--- config.mk ---
export PLATFORM = sky130hd
export DESIGN_NAME = enemy_fleet_ctrl
export DESIGN_NICKNAME = d
export VERILOG_FILES = /design/src/rtl/enemy_fleet_ctrl.sv
export SDC_FILE = /design/constraint.sdc
export NUM_CORES = 1
export LEC_CHECK = 0
export ABC_AREA = 1
export BUFFER_PORTS_ARGS = -buffer_cell sky130_fd_sc_hd__buf_2
export CORE_MARGIN = 2
export CORE_UTILIZATION = 60
export CTS_CLUSTER_SIZE = 8
export DETAILED_ROUTE_END_ITERATION = 6
export GPL_TIMING_DRIVEN = 0
export HOLD_SLACK_MARGIN = 0.12
export PLACE_DENSITY = 0.76
export SYNTH_ARGS = -nofsm -noshare
export SYNTH_HDL_FRONTEND = slang
export SYNTH_SLANG_ARGS = --single-unit
--- constraint.sdc ---
create_clock -name clk -period 3.5 [get_ports clk]
set_input_delay 0.7 -clock clk [delete_from_list [all_inputs] [get_ports clk]]
set_output_delay 0.7 -clock clk [all_outputs]
set_load 0.02 [all_outputs]
--- src/rtl/enemy_fleet_ctrl.sv ---
// Enemy fleet controller: owns slot positions and alive mask, steps the fleet
// sideways once every FRAME_DIV frames (dropping and reversing at a screen
// edge), and picks which slot feeds the shared enemy sprite printer per pixel.
//
// state   | meaning
// S_IDLE  | waiting for the frame that triggers a fleet update
// S_CHECK | visiting slots 0..N-1, flagging any live slot that would cross an edge
// S_MOVE  | visiting slots 0..N-1, stepping sideways or dropping a row
module enemy_fleet_ctrl #(
  parameter int N_ENEMIES = 4,
  parameter int SPRITE_W  = 64,
  parameter int SCREEN_W  = 640,
  parameter int SCREEN_H  = 480,
  parameter int STEP_X    = 2,
  parameter int STEP_Y    = 16,
  parameter int FRAME_DIV = 2
) (
  input  logic                 clk,
  input  logic                 rst_n,
  input  logic                 i_frame_start,
  input  logic                 i_kill_valid,
  input  logic [2:0]           i_kill_idx,
  input  logic [9:0]           i_pixelx,
  input  logic [9:0]           i_pixely,
  output logic [9:0]           o_posx,
  output logic [9:0]           o_posy,
  output logic                 o_slot_active,
  output logic [N_ENEMIES-1:0] o_alive,
  output logic                 o_busy,
  output logic                 o_fleet_cleared,
  output logic                 o_reached_bottom
);

  localparam logic [10:0] C_SPRITE_W = 11'(SPRITE_W);
  localparam logic [10:0] C_SCREEN_W = 11'(SCREEN_W);
  localparam logic [10:0] C_STEP_X   = 11'(STEP_X);
  localparam logic [10:0] C_STEP_Y   = 11'(STEP_Y);
  localparam logic [10:0] C_Y_MAX    = 11'(SCREEN_H - SPRITE_W);
  localparam logic [2:0]  C_LAST_IDX = 3'(N_ENEMIES - 1);
  localparam logic [7:0]  C_CNT_MAX  = 8'(FRAME_DIV - 1);

  typedef enum logic [1:0] {
    S_IDLE  = 2'd0,
    S_CHECK = 2'd1,
    S_MOVE  = 2'd2
  } state_t;

  state_t               r_state, w_state_nxt;
  logic [2:0]           r_idx, w_idx_nxt;
  logic [7:0]           r_frame_cnt;
  logic [10:0]          r_x [N_ENEMIES];
  logic [10:0]          r_y [N_ENEMIES];
  logic [N_ENEMIES-1:0] r_alive;
  logic                 r_dir_right;
  logic                 r_edge_hit;
  logic                 r_cleared;
  logic                 r_bottom;
  logic                 r_active;
  logic [9:0]           r_posx, r_posy;

  logic                 w_start, w_last;
  logic [10:0]          w_cur_x, w_cur_y;
  logic                 w_cur_alive, w_cur_edge;
  logic [10:0]          w_y_sum, w_y_down;
  logic [10:0]          w_px, w_py;
  logic                 w_hit_any;
  logic [10:0]          w_sel_x, w_sel_y;

  // State and slot index register
  always_ff @(posedge clk or negedge rst_n) begin
    if (!rst_n) begin
      r_state <= S_IDLE;
      r_idx   <= '0;
    end else begin
      r_state <= w_state_nxt;
      r_idx   <= w_idx_nxt;
    end
  end

  // Next-state: each active phase walks every slot exactly once
  always_comb begin
    w_state_nxt = r_state;
    w_idx_nxt   = r_idx;
    w_start     = 1'b0;
    w_last      = (r_idx == C_LAST_IDX);
    case (r_state)
      S_IDLE: begin
        if (i_frame_start && (r_frame_cnt == C_CNT_MAX)) begin
          w_start     = 1'b1;
          w_state_nxt = S_CHECK;
          w_idx_nxt   = '0;
        end
      end
      S_CHECK: begin
        if (w_last) begin
          w_state_nxt = S_MOVE;
          w_idx_nxt   = '0;
        end else begin
          w_idx_nxt = r_idx + 3'd1;
        end
      end
      S_MOVE: begin
        if (w_last) begin
          w_state_nxt = S_IDLE;
          w_idx_nxt   = '0;
        end else begin
          w_idx_nxt = r_idx + 3'd1;
        end
      end
      default: begin
        w_state_nxt = S_IDLE;
        w_idx_nxt   = '0;
      end
    endcase
  end

  // Frame divider; frames seen while an update runs are not counted
  always_ff @(posedge clk or negedge rst_n) begin
    if (!rst_n) begin
      r_frame_cnt <= '0;
    end else if ((r_state == S_IDLE) && i_frame_start) begin
      r_frame_cnt <= (r_frame_cnt == C_CNT_MAX) ? 8'd0 : r_frame_cnt + 8'd1;
    end
  end

  // Mux out the slot currently visited by CHECK/MOVE
  always_comb begin
    w_cur_x     = '0;
    w_cur_y     = '0;
    w_cur_alive = 1'b0;
    for (int i = 0; i < N_ENEMIES; i++) begin
      if (r_idx == 3'(i)) begin
        w_cur_x     = r_x[i];
        w_cur_y     = r_y[i];
        w_cur_alive = r_alive[i];
      end
    end
  end

  assign w_cur_edge = r_dir_right ? ((w_cur_x + C_STEP_X + C_SPRITE_W) > C_SCREEN_W)
                                  : (w_cur_x < C_STEP_X);
  assign w_y_sum    = w_cur_y + C_STEP_Y;
  assign w_y_down   = (w_y_sum > C_Y_MAX) ? C_Y_MAX : w_y_sum;

  // Fleet datapath: edge detection, moves, direction, kills and status flags
  always_ff @(posedge clk or negedge rst_n) begin
    if (!rst_n) begin
      for (int i = 0; i < N_ENEMIES; i++) begin
        r_x[i] <= 11'(i * (SPRITE_W + 16));
        r_y[i] <= '0;
      end
      r_alive     <= '1;
      r_dir_right <= 1'b1;
      r_edge_hit  <= 1'b0;
      r_cleared   <= 1'b0;
      r_bottom    <= 1'b0;
    end else begin
      if (w_start) begin
        r_edge_hit <= 1'b0;
      end else if ((r_state == S_CHECK) && w_cur_alive && w_cur_edge) begin
        r_edge_hit <= 1'b1;
      end
      for (int i = 0; i < N_ENEMIES; i++) begin
        if ((r_state == S_MOVE) && (r_idx == 3'(i)) && r_alive[i]) begin
          if (r_edge_hit) begin
            r_y[i] <= w_y_down;
          end else if (r_dir_right) begin
            r_x[i] <= r_x[i] + C_STEP_X;
          end else begin
            r_x[i] <= r_x[i] - C_STEP_X;
          end
        end
      end
      if ((r_state == S_MOVE) && w_last && r_edge_hit) begin
        r_dir_right <= ~r_dir_right;
      end
      if ((r_state == S_MOVE) && w_cur_alive && r_edge_hit && (w_y_down == C_Y_MAX)) begin
        r_bottom <= 1'b1;
      end
      // a kill landing on the slot being moved still lets that move complete
      for (int i = 0; i < N_ENEMIES; i++) begin
        if (i_kill_valid && (i_kill_idx == 3'(i))) begin
          r_alive[i] <= 1'b0;
        end
      end
      r_cleared <= (r_alive == '0);
    end
  end

  assign w_px = {1'b0, i_pixelx};
  assign w_py = {1'b0, i_pixely};

  // Pixel hit search, descending so the lowest hitting slot wins
  always_comb begin
    w_hit_any = 1'b0;
    w_sel_x   = '0;
    w_sel_y   = '0;
    for (int i = N_ENEMIES - 1; i >= 0; i--) begin
      if (r_alive[i] &&
          (w_px >= r_x[i]) && (w_px < (r_x[i] + C_SPRITE_W)) &&
          (w_py >= r_y[i]) && (w_py < (r_y[i] + C_SPRITE_W))) begin
        w_hit_any = 1'b1;
        w_sel_x   = r_x[i];
        w_sel_y   = r_y[i];
      end
    end
  end

  // Register the selection to line up with the sprite ROM read latency
  always_ff @(posedge clk or negedge rst_n) begin
    if (!rst_n) begin
      r_active <= 1'b0;
      r_posx   <= '0;
      r_posy   <= '0;
    end else begin
      r_active <= w_hit_any;
      if (w_hit_any) begin
        r_posx <= w_sel_x[9:0];
        r_posy <= w_sel_y[9:0];
      end
    end
  end

  assign o_posx           = r_posx;
  assign o_posy           = r_posy;
  assign o_slot_active    = r_active;
  assign o_alive          = r_alive;
  assign o_busy           = (r_state != S_IDLE);
  assign o_fleet_cleared  = r_cleared;
  assign o_reached_bottom = r_bottom;

endmodule
# [After elaboration in Yosys (flattened, before gate mapping)]
# Cells that the tools add are included.
[word_totals] elab_cells=171 romBits=0 latch_bits=0 n_memories=0 regBits=130 mem_bits_rw=0
[classes] n_mul=0 div_mod_pow=0 eq_ne=13 shift=0 n_lt_le_gt_ge=19 n_reduce_logical=52 bitwise_logic=2 n_addsub=21 n_mux=42
[ops] op="11-bit 2-to-1 mux" count=13
[ops] op="11-bit by 7-bit adder with 11-bit output, second input constant" count=9
[ops] op="10-bit by 11-bit >= comparator with 1-bit output" count=8
[ops] op="10-bit by 11-bit less-than comparator with 1-bit output" count=8
[ops] op="10-bit 2-to-1 mux" count=8
[ops] op="11-bit by 2-bit adder with 11-bit output, second input constant" count=5
[ops] op="11-bit by 2-bit subtractor with 11-bit output, second input constant" count=4
[ops] op="1-bit logical AND" count=36
[ops] op="2-bit AND reduction" count=8
[ops] op="1-bit 2-to-1 mux" count=13
[ops] op="3-bit by 2-bit == test with 1-bit output, second input constant" count=4
[ops] op="11-bit by 5-bit adder with 11-bit output, second input constant" count=1
[ops] op="11-bit by 9-bit == test with 1-bit output, second input constant" count=1
[ops] op="11-bit by 10-bit > comparator with 1-bit output, second input constant" count=1
[ops] op="11-bit by 9-bit > comparator with 1-bit output, second input constant" count=1
[ops] op="11-bit by 2-bit less-than comparator with 1-bit output, second input constant" count=1
[ops] op="8-bit by 1-bit adder with 8-bit output, second input constant" count=1
[ops] op="8-bit by 1-bit == test with 1-bit output, second input constant" count=1
[ops] op="8-bit 2-to-1 mux" count=1
[ops] op="3-bit by 1-bit == test with 1-bit output, second input constant" count=2
[ops] op="3-bit zero test" count=2
[ops] op="2-bit 2-to-1 mux" count=3
[ops] op="3-bit 2-to-1 mux" count=2
[ops] op="2-bit inequality test, second input constant" count=3
[ops] op="other kinds (11)" count=13

# [Depth between registers and ports, before layout]
# Gate-level depths: netlist of run 1.
[logic_depth] word_depth=12 mapped_depth=21 mapped_depth_nobuf=21

# [Worst setup path after synthesis of run 1]
# Ideal clock, no wire load.
[synth_path] path_kind="reg2reg" startpoint="reg r_dir_right" endpoint="reg r_x[43] in the netlist's numbering" period_less_slack_ns=3.188 required_ns=3.377 path_buffers=0 slack_ns=0.312 arrival_time_ns=3.065 setup_ns=0.123 stages_incl_launch_ff=13 cell_sequence="dfstp_2 -> clkinv_1 -> ha_1 -> a21oi_1 -> nand2_1 -> a31oi_1 -> o21ai_0 -> nand2_1 -> nand2_1 -> a21oi_1 -> or2_2 -> nand3_1 -> xor2_1"
[synth_via] elab_chain_len=1
[synth_lines] item="start: declaration" line_no="54" rtl="logic r_dir_right;"
[synth_lines] item="start signal: assignment" line_no="175" rtl="r_dir_right <= ~r_dir_right;"
[synth_lines] item="11-bit 2-to-1 mux" line_no="167" rtl="end else if (r_dir_right) begin"
[synth_lines] item="end signal: indexed assignment" line_no="149" rtl="r_x[i] <= 11'(i * (SPRITE_W + 16));"
[synth_lines] item="end signal: indexed assignment" line_no="168" rtl="r_x[i] <= r_x[i] + C_STEP_X;"
[synth_lines] item="end signal: indexed assignment" line_no="170" rtl="r_x[i] <= r_x[i] - C_STEP_X;"
[synth_lines] item="end: declaration" line_no="51" rtl="logic [10:0] r_x [N_ENEMIES];"
# Every way passes these cells.
# A chain may end at the register's enable or synchronous reset.

# [Final worst setup path of run 1]
[layout_path] startpoint="reg r_x[6] in the netlist's numbering" endpoint="reg r_posx[1] (netlist: o_posx[1])"
[layout_via] elab_chain_len=9 word_cells_on_any_way=15 classes_between="add/sub: 1; order compare: 2; mux: 8; reduce/logical: 4"
[layout_lines] item="11-bit by 7-bit adder with 11-bit output / 10-bit by 11-bit >= comparator with 1-bit output (equally long branches)" line_no="200" rtl="(w_px >= r_x[i]) && (w_px < (r_x[i] + C_SPRITE_W)) &&"
[layout_lines] item="10-bit by 11-bit less-than comparator with 1-bit output / 1-bit logical AND (equally long branches)" line_no="200, 199"
[layout_lines] item="1-bit logical AND * (2 in a row)" line_no="200"
[layout_lines] item="1-bit logical AND *" line_no="201" rtl="(w_py >= r_y[i]) && (w_py < (r_y[i] + C_SPRITE_W))) begin"
[layout_lines] item="10-bit 2-to-1 mux / 1-bit 2-to-1 mux (equally long branches) (4 in a row)" line_no="199" rtl="if (r_alive[i] &&"
[layout_lines] item="end signal: assignment" line_no="218" rtl="r_posx <= w_sel_x[9:0];"
[layout_lines] item="end: declaration" line_no="59" rtl="logic [9:0] r_posx, r_posy;"
# Mark *: on every way between the ends. The rest lies on a longest branch, timed or not.

==> flow_summary.json, run 1 <==
{
  "irDropWorstVdd_mv": 0.386,
  "grt_pass1_vias": 10500,
  "routed-wl-met2_mm": 16.0,
  "drt_iter0_drc": 1010,
  "routed_wl_mm": 34.6,
  "multi_input_area_um2": 7440,
  "core_um2": 19300,
  "die_h_um": 143,
  "r2r_end": "o_posx[1]$_DFFE_PN0P_",
  "synth_area_leader_cell": "dfrtp_1",
  "synth_edf_count": 0,
  "synth.area.top_cells": "dfrtp_1 24%, ha_1 17%, nand2_1 13%, inv_1 6.9%, nand3_1 6.0%",
  "status": "finished clean",
  "met3_length_mm": 2.49,
  "async_reset_ff_share_pct": 100,
  "drt_first_pass_iters": 6,
  "setup_viol": 0,
  "ys_ff_latch": 125,
  "worstRegToRegCells": 15,
  "clock_skew_ns": 0.00958,
  "dpl.cell_count": 1979,
  "layout.nets": 1926,
  "synth.distinct_cells": 51,
  "die_area_um2": 20600,
  "clock_sinks": 125,
  "synth_warnings": 0,
  "end_kind": "register",
  "seq_area_um2": 3140,
  "root_buffer": "clkbuf_16",
  "grt_pass1_wl_mm": 53.4,
  "start_util_pct": 60.6,
  "crit_fanout": 10,
  "fp.dieW_um": 143,
  "route.detailed.drc": 0,
  "grt_usage_pct": 34.0,
  "worstHoldPathType": "in -> async",
  "antenna_cells": 0,
  "syn_inst": 1660,
  "cp.required_ns": 3.87,
  "pwr_density_cell_nw_per_um2": 560,
  "ctsResizeCount": 0,
  "hold_violations": 0,
  "instances_no_fill": 2011,
  "h-tree-depth": 4,
  "period_needed_ns": 3.25,
  "period_share_pct": 92.9,
  "p_leak_nw": 6.46,
  "fp-row-count": 51,
  "insertion_delay_ns": 0.44,
  "worst_pin_slew_ns": 0.679,
  "synth_ff_type": "dfrtp_1",
  "numPortBuffers": 53,
  "avgSynthCellArea_um2": 7.03,
  "timing.reg2reg.setup_slack_ns": 0.25,
  "cpPeakStageDelay_ns": 0.62,
  "wl_met1_mm": 14.5,
  "gp_congestion": 1.04,
  "grt.overflow.total": 0,
  "critPathTopFamily": "simple AND/OR/NAND/NOR gates",
  "crit_slowest_cell": "dfstp_2",
  "synthesis.area_um2": 11700,
  "drv_cap": 0,
  "cts.clk_slew.worst_paths_ns": 0.07,
  "cts_buffers": 17,
  "slew_headroom_pct": 54.5,
  "cp_cell_sequence": "ha_1 -> xnor2_1 -> ha_1 -> a21oi_1 -> o21ai_0 -> inv_1 -> nand2_1 -> nor2_1 -> nand3_2 -> clkinv_1 -> clkbuf_1 -> nand3_1 -> nand3_1 -> nand2_1 -> nand3_1",
  "drv_slew": 0,
  "crit_type": "reg -> reg",
  "startpoint_type": "register",
  "postCtsSetupRepairBufs": 0,
  "wl_per_cell_um": 17.2,
  "hold_buffers": 0,
  "vias": 11600,
  "finalInstanceArea_um2": 12900,
  "cts_buffer_depth": 2,
  "synth_top_area_share_pct": 24.0,
  "cpMostUsedCell": "nand3_1",
  "grt_max_degree": 79,
  "critPathArrivalTime_ns": 3.62,
  "path_buf_inv": 3,
  "antenna_found_initial": 1,
  "syn-num-nets": 1853,
  "rsz0062_at_grt": "false",
  "drive_gt1_share_pct": 8.82,
  "syn2layout_area_growth_pct": 10.4,
  "boundaryPins": 55,
  "ant_nets": 0,
  "fmax_mhz": 308,
  "regToRegStartpoint": "r_x[6]$_DFFE_PN1P_",
  "place_area_um2": 12300,
  "avgViaCountPerCell": 5.79,
  "ys_seq_area_share_pct": 26.9,
  "fillers": 1770,
  "tritoncts": "yes",
  "dp_hpwl_mm": 26.9,
  "dr.max_layer_used": "met4"
}
per-stage QoR:
stage          hold WS (ns)  setup TNS (ns)  utilization (%)  setup WS [ns]  power (W)
4_1_cts               0.204               0             66.8          0.225    0.00717
2_1_floorplan         0.404               0                -          0.312    0.00442
6_report              0.191               0             66.9          0.248    0.00722
5_1_grt               0.218               0             66.9         0.0815    0.00768
3_5_place_dp          0.466               0             63.9         0.0645    0.00539
3_3_place_gp          0.458           -9.96             63.7         -0.649    0.00530
metal layers:
metal	vias up	GRT usage, %
met1	5348	44.1
met2	499	56.0
met4	0	16.4
met3	116	4.73
met5	-	0
li1	5683	-
registers in the layout (all words and copies together) (netlist names):
register and count:
r_idx 3, r_edge_hit 1, o_fleet_cleared 1, o_slot_active 1, r_y 44, r_frame_cnt 8
r_x 40, o_alive 4, r_dir_right 1, o_reached_bottom 1, o_posx 9, r_state 2
o_posy 10
synth_stat cells, types with 5 or more instances:
cell        n
inv_1     216
nand4_1    46
nor2_1    140
nor3_1     16
o21ai_1    16
ha_1      162
o21ai_0    97
dfrtp_1   112
xor2_1     38
a31oi_1     8
buf_2      12
o21bai_1    5
o22ai_1    16
xnor2_1    14
buf_6       9
clkbuf_1   14
nor4_1      8
nand3_1   141
a21oi_1    91
nand2_1   408
dfstp_2    13
placed cells by master, fill, tap and decap left out, drive strengths merged, types with 2 or more instances in the layout:
cell type,n
dfrtp,112
nor3,16
fa,4
inv,228
clkbuf,34
and2,4
o22ai,20
ha,162
o21ai,115
nor3b,4
nand2,412
clkinvlp,4
a21oi,93
nand3,144
nor4,8
a31oi,8
nand2b,2
a21o,4
a22oi,3
xor2,38
nand3b,4
o211ai,2
buf,79
o21a,4
o2111ai,4
xnor2,14
nor2,143
o21bai,5
nand4,46
dfstp,13
a211oi,4
or2,5
clkinv,4
how the worst max path moves through the flow:
stage / from / to / cells past startpoint
floorplan: r_dir_right$_DFFE_PN1P_ / r_x[43]$_DFFE_PN0P_ / 12
global route: r_x[6]$_DFFE_PN1P_ / o_posx[3]$_DFFE_PN0P_ / 15
global placement: r_dir_right$_DFFE_PN1P_ / r_x[43]$_DFFE_PN0P_ / 12
finish: r_x[6]$_DFFE_PN1P_ / o_posx[1]$_DFFE_PN0P_ / 15
detailed placement: i_pixelx[4] / o_posx[5]$_DFFE_PN0P_ / 15
CTS: r_dir_right$_DFFE_PN1P_ / r_x[43]$_DFFE_PN0P_ / 12
kinds of logic (layout without fill, tap and decap cells):
logic type,count (synthesis),count (layout),share of synthesized area [%]
AO/OA/AOI/OAI,264,264,12.7
adder cells (fa/ha/maj),166,166,18.0
other,1,1,0.0321
buffers and inverters,264,350,9.36
XOR/XNOR,52,52,3.90
AND/OR/NAND/NOR,788,788,29.0
flip-flops,125,125,26.9
final cells by class:
| class | instances | area share [%] |
|---|---|---|
| Buffer | 40 | 1.93 |
| Clock buffer | 19 | 3.44 |
| Clock inverter | 13 | 1.03 |
| Inverter | 224 | 6.56 |
| Multi-Input combinational cell | 1271 | 57.8 |
| Sequential cell | 125 | 24.4 |
| Tap cell | 265 | 2.57 |
| Timing Repair Buffer | 54 | 2.32 |
report_power, final:
part           total [W]  switching [W]  internal [W]  leakage (nW)
clock            0.00177       0.000757       0.00101         0.270
sequential       0.00205       0.000299       0.00175          1.64
combinational    0.00340        0.00223       0.00116          4.55
total            0.00722        0.00329       0.00393          6.46
Power figures use the tool's default switching activity.
==> run 2: changes to the inputs <==
- CELL_PAD_IN_SITES_DETAIL_PLACEMENT: unset -> 0
- CELL_PAD_IN_SITES_GLOBAL_PLACEMENT: unset -> 1
- CORE_UTILIZATION: 60 -> 46
- PLACE_DENSITY: 0.76 -> 0.79
==> flow_summary.json, run 2 (same netlist as run 1, synthesis figures left out) <==
{
  "die_area_um2": 26700,
  "dpl.cell_count": 2044,
  "setup_viol": 0,
  "worstHoldPathType": "in -> async",
  "grt_usage_pct": 28.6,
  "layout.nets": 1926,
  "drt_first_pass_iters": 5,
  "worstRegToRegCells": 15,
  "p_switching_w": 0.00332,
  "drv_cap": 0,
  "start_util_pct": 46.6,
  "post-route-util_pct": 51.7,
  "dp_hpwl_mm": 29.0,
  "boundaryPins": 55,
  "final_common_cell": "nand2_1",
  "postCtsSetupRepairBufs": 0,
  "cpMostUsedCell": "nand3_1",
  "status": "finished clean",
  "cp.required_ns": 3.87,
  "clock_sinks": 125,
  "grt.overflow.total": 0,
  "startpoint_type": "register",
  "ctsResizeCount": 0,
  "worst_pin_slew_ns": 0.634,
  "top_register": "r_y",
  "antenna_cells": 0,
  "fp-row-count": 58,
  "route.detailed.drc": 0,
  "numPortBuffers": 53,
  "cp_cell_sequence": "ha_1 -> xnor2_1 -> ha_1 -> a21oi_1 -> o21ai_0 -> inv_1 -> nand2_1 -> nor2_1 -> nand3_2 -> clkinv_1 -> clkbuf_1 -> nand3_1 -> nand3_1 -> nand2_1 -> nand3_1",
  "drt_iter0_drc": 848,
  "syn2layout_area_growth_pct": 10.8,
  "p_comb_share_pct": 47.5,
  "layout_common_cells": "408 x nand2_1, 216 x inv_1, 162 x ha_1",
  "gp_congestion": 0.907,
  "root_buffer": "clkbuf_16",
  "cts_buffer_depth": 2,
  "p_leak_nw": 6.46,
  "finalInstanceArea_um2": 12900,
  "crit_end": "o_posx[4]$_DFFE_PN0P_",
  "pwr_density_cell_nw_per_um2": 553,
  "period_needed_ns": 3.24,
  "irDropWorstVdd_mv": 0.357,
  "rsz0062_at_grt": "false",
  "fmax_mhz": 309,
  "insertion_delay_ns": 0.44,
  "cpPeakStageDelay_ns": 0.63,
  "place_area_um2": 12400,
  "hold_buffers": 0,
  "tritoncts": "yes",
  "vias": 11200,
  "instances_no_fill": 2075,
  "period_share_pct": 92.5,
  "largest_register_ffs": 44,
  "p_int_w": 0.00383,
  "regToRegStartpoint": "r_x[6]$_DFFE_PN1P_",
  "cp-startpoint": "r_x[6]$_DFFE_PN1P_",
  "core_um2": 25000,
  "fp.dieW_um": 163,
  "grt_pass1_vias": 10700,
  "crit_fanout": 10,
  "end_kind": "register",
  "clkPwrFrac_pct": 23.7,
  "r2r_end": "o_posx[4]$_DFFE_PN0P_",
  "p_sw_share_pct": 46.4,
  "slew_headroom_pct": 57.5,
  "critPathArrivalTime_ns": 3.61,
  "die_h_um": 163,
  "h-tree-depth": 4,
  "wl_per_cell_um": 17.9,
  "cts_buffers": 17,
  "ant_nets": 0,
  "drv_slew": 0,
  "clock_skew_ns": 0.0139,
  "cts.clk_slew.worst_paths_ns": 0.06,
  "antenna_found_initial": 0,
  "pwr-share-seq_pct": 28.9,
  "timing.reg2reg.setup_slack_ns": 0.26,
  "grt_pass1_wl_mm": 58.3,
  "avgViaCountPerCell": 5.42,
  "routed_wl_mm": 37.1,
  "drive_gt1_share_pct": 8.88,
  "grt_max_degree": 91,
  "crit_type": "reg -> reg",
  "hold_violations": 0,
  "crit_slowest_cell": "dfstp_2"
}
-- run 2: cell types whose count changed in the layout (fill, tap and decap cells not counted) --
cell,change
clkbuf_8,-1
nor2_1,-1
nor2_2,+1
inv_6,-2
bufinv_16,-1
inv_8,+1
clkinvlp_4,-2
clkinv_4,+2
clkinv_2,+3
clkbuf_1,-1
-- run 2: worst max-delay path, delay by kind of cell (launching register included) --
kind | cells | cell delay, ns
AND/OR/NAND/NOR | 7 | 1.04
buffers and inverters | 3 | 0.67
flip-flops | 1 | 0.63
adder cells (fa/ha/maj) | 2 | 0.47
AO/OA/AOI/OAI | 2 | 0.23
XOR/XNOR | 1 | 0.12
-- run 2: how the worst min path moves through the flow --
stage                        startpoint                         end  slack, ns  cells past startpoint
global placement    r_y[26]$_DFFE_PN0P_         r_y[26]$_DFFE_PN0P_       0.46                      2
detailed placement  r_y[25]$_DFFE_PN0P_         r_y[25]$_DFFE_PN0P_       0.47                      2
CTS                               rst_n  r_frame_cnt[5]$_DFFE_PN0P_       0.18                      1
floorplan                         rst_n   o_fleet_cleared$_DFF_PN0_       0.40                      0
finish                            rst_n  r_frame_cnt[6]$_DFFE_PN0P_       0.17                      1
global route                      rst_n  r_frame_cnt[5]$_DFFE_PN0P_       0.18                      1
-- run 2: area by class of cell --
| type | instances | area [um^2] |
|---|---|---|
| clock buffers | 17 | 425 |
| repair buffers | 54 | 299 |
| inverters | 224 | 846 |
| multi-input cells | 1271 | 7450 |
| clock inverters | 14 | 114 |
| well taps | 330 | 413 |
| fillers | 2568 | 12100 |
| plain buffers | 40 | 249 |
| flip-flops and latches | 125 | 3140 |
-- run 2: layer usage --
metal	vias to the layer above	wire length [um]	global-route usage (%)
li1	5670	-	-
met1	5191	16900	38.2
met2	321	17700	48.8
met3	60	1590	3.17
met4	0	903	8.33
met5	-	0	0
-- run 2: through the flow --
step | hold WS [ns] | worst slack [ns] | TNS (ns) | total power, W
after floorplan | 0.404 | 0.312 | 0 | 0.00442
after global placement | 0.462 | -0.766 | -31.17 | 0.00540
after detailed placement | 0.466 | -0.122 | -0.723 | 0.00546
after CTS | 0.180 | 0.0503 | 0 | 0.00716
after global routing | 0.182 | 0.0616 | 0 | 0.00770
final | 0.171 | 0.264 | 0 | 0.00715
-- run 2: power groups by stage --
stage / Combinational (W) / Sequential, W / Clock [W]
final: 0.00340 / 0.00206 / 0.00169
after global routing: 0.00382 / 0.00210 / 0.00177
after CTS: 0.00339 / 0.00206 / 0.00171
after detailed placement: 0.00338 / 0.00208 / 0
after global placement: 0.00333 / 0.00207 / 0
after floorplan: 0.00232 / 0.00210 / 0
==> run 3: changes to the inputs <==
- PLACE_DENSITY: 0.79 -> unset
- PLACE_DENSITY_LB_ADDON: unset -> 0.3
==> flow_summary.json, run 3 (same netlist as run 1, synthesis figures left out) <==
{
  "insertion_delay_ns": 0.44,
  "finalInstanceArea_um2": 13000,
  "period_share_pct": 91.1,
  "critPathArrivalTime_ns": 3.51,
  "place_area_um2": 12400,
  "fmax_mhz": 314,
  "critPathTopFamily": "simple AND/OR/NAND/NOR gates",
  "root_buffer": "clkbuf_16",
  "fp-row-count": 58,
  "vias": 11400,
  "place_ws_ns": -0.152,
  "grt.overflow.total": 0,
  "dp_hpwl_mm": 28.6,
  "cpPeakStageDelay_ns": 0.58,
  "numPortBuffers": 53,
  "post-route-util_pct": 51.9,
  "avgViaCountPerCell": 5.47,
  "cts_buffers": 17,
  "cp.required_ns": 3.82,
  "largest_register_ffs": 44,
  "final_common_cell": "nand2_1",
  "wl_per_cell_um": 17.7,
  "drt_first_pass_iters": 5,
  "regToRegStartpoint": "r_x[26]$_DFFE_PN1P_",
  "drv_cap": 0,
  "period_needed_ns": 3.19,
  "gp_congestion": 0.941,
  "path_buf_inv": 3,
  "drt_iter0_drc": 827,
  "worstRegToRegCells": 15,
  "setup_slack_ns": 0.312,
  "instances_no_fill": 2075,
  "ant_nets": 0,
  "fp.dieW_um": 163,
  "crit_fanout": 10,
  "grt_usage_pct": 28.5,
  "routed_wl_mm": 36.7,
  "timing.reg2reg.setup_slack_ns": 0.31,
  "drive_gt1_share_pct": 8.94,
  "pwr_density_cell_nw_per_um2": 562,
  "status": "finished clean",
  "r2r_end": "o_posx[5]$_DFFE_PN0P_",
  "p_sw_share_pct": 46.1,
  "layout_common_cells": "408 x nand2_1, 216 x inv_1, 162 x ha_1",
  "die_h_um": 163,
  "clock_sinks": 125,
  "cpMostUsedCell": "nor2_1",
  "die_area_um2": 26700,
  "p_int_w": 0.00393,
  "start_util_pct": 46.6,
  "route.detailed.drc": 0,
  "cts.clk_slew.worst_paths_ns": 0.07,
  "rsz0062_at_grt": "false",
  "boundaryPins": 55,
  "crit_slowest_cell": "dfstp_2",
  "layout.nets": 1925,
  "top_register": "r_y",
  "pwr-share-seq_pct": 28.2,
  "grt_pass1_wl_mm": 58.3,
  "tritoncts": "yes",
  "setup_viol": 0,
  "drv_slew": 0,
  "p_leak_nw": 6.48,
  "cts_buffer_depth": 2,
  "p_comb_share_pct": 46.7,
  "slew_headroom_pct": 55.8,
  "core_um2": 25000,
  "end_kind": "register",
  "grt_max_degree": 93,
  "hold_buffers": 0,
  "antenna_cells": 0,
  "clkPwrFrac_pct": 25.1,
  "cp_cell_sequence": "inv_1 -> ha_1 -> a21oi_1 -> nor2_1 -> a211oi_1 -> nor2_1 -> nor2_1 -> nand2_1 -> nor2_2 -> nand3_2 -> clkbuf_1 -> o21ai_0 -> inv_1 -> nand2_1 -> nand3_1",
  "h-tree-depth": 4,
  "hold_violations": 0,
  "dpl.cell_count": 2044,
  "crit_type": "reg -> reg",
  "grt_pass1_vias": 10900,
  "startpoint_type": "register",
  "finalPower_w": 0.00730,
  "clock_skew_ns": 0.0115,
  "antenna_found_initial": 1,
  "worstHoldPathType": "in -> async",
  "irDropWorstVdd_mv": 0.387,
  "p_switching_w": 0.00337,
  "syn2layout_area_growth_pct": 11.3,
  "worst_pin_slew_ns": 0.663
}
[run 3: cell types whose count changed in the layout (fill, tap and decap cells not counted), sizes merged]
cell,before,now
clkbuf,32,31
bufinv,0,1
inv,227,230
clkinv,9,6
[run 3: worst max path at each step]
stage,from,end,slack (ns),depth (start not counted)
6_report,r_x[26]$_DFFE_PN1P_,o_posx[5]$_DFFE_PN0P_,0.31,15
5_1_grt,r_x[28]$_DFFE_PN1P_,o_posx[5]$_DFFE_PN0P_,0.12,16
4_1_cts,r_x[28]$_DFFE_PN1P_,o_posx[5]$_DFFE_PN0P_,0.1,16
3_5_place_dp,i_pixelx[4],o_posx[5]$_DFFE_PN0P_,-0.15,15
3_3_place_gp,r_dir_right$_DFFE_PN1P_,r_x[43]$_DFFE_PN0P_,-0.69,12
2_1_floorplan,r_dir_right$_DFFE_PN1P_,r_x[43]$_DFFE_PN0P_,0.31,12
[run 3: metal layers]
layer	wire length [um]	track usage [%]	up-vias
met3	1880	3.99	73
met2	17100	46.7	328
li1	-	-	5664
met4	1230	10.4	0
met5	0	0	-
met1	16500	38.2	5288
[run 3: cell type report]
class                           instances  area, um^2
Timing Repair Buffer                   54         299
Multi-Input combinational cell       1271        7450
Tap cell                              330         413
Clock buffer                           17         425
Buffer                                 39         245
Inverter                              224         846
Clock inverter                         15         173
Sequential cell                       125        3140
Fill cell                            2543       12000
[run 3: power by group through the flow]
stage	clock network [W]	logic, W	registers [W]
after floorplan	0	0.00232	0.00210
after global placement	0	0.00332	0.00207
after detailed placement	0	0.00337	0.00207
after CTS	0.00187	0.00339	0.00205
after global routing	0.00194	0.00382	0.00210
final	0.00184	0.00341	0.00206
[run 3: repair_timing]
action / CTS / global route
resized for setup: 0 / 3
endpoints found under the setup margin: 0 / 20
buffers inserted: 0 / 0
[run 3: per-stage QoR]
stage / hold slack (ns) / TNS (ns)
after global placement: 0.451 / -24.56
after floorplan: 0.404 / 0
after detailed placement: 0.452 / -1.76
final: 0.156 / 0
after global routing: 0.169 / 0
after CTS: 0.151 / 0
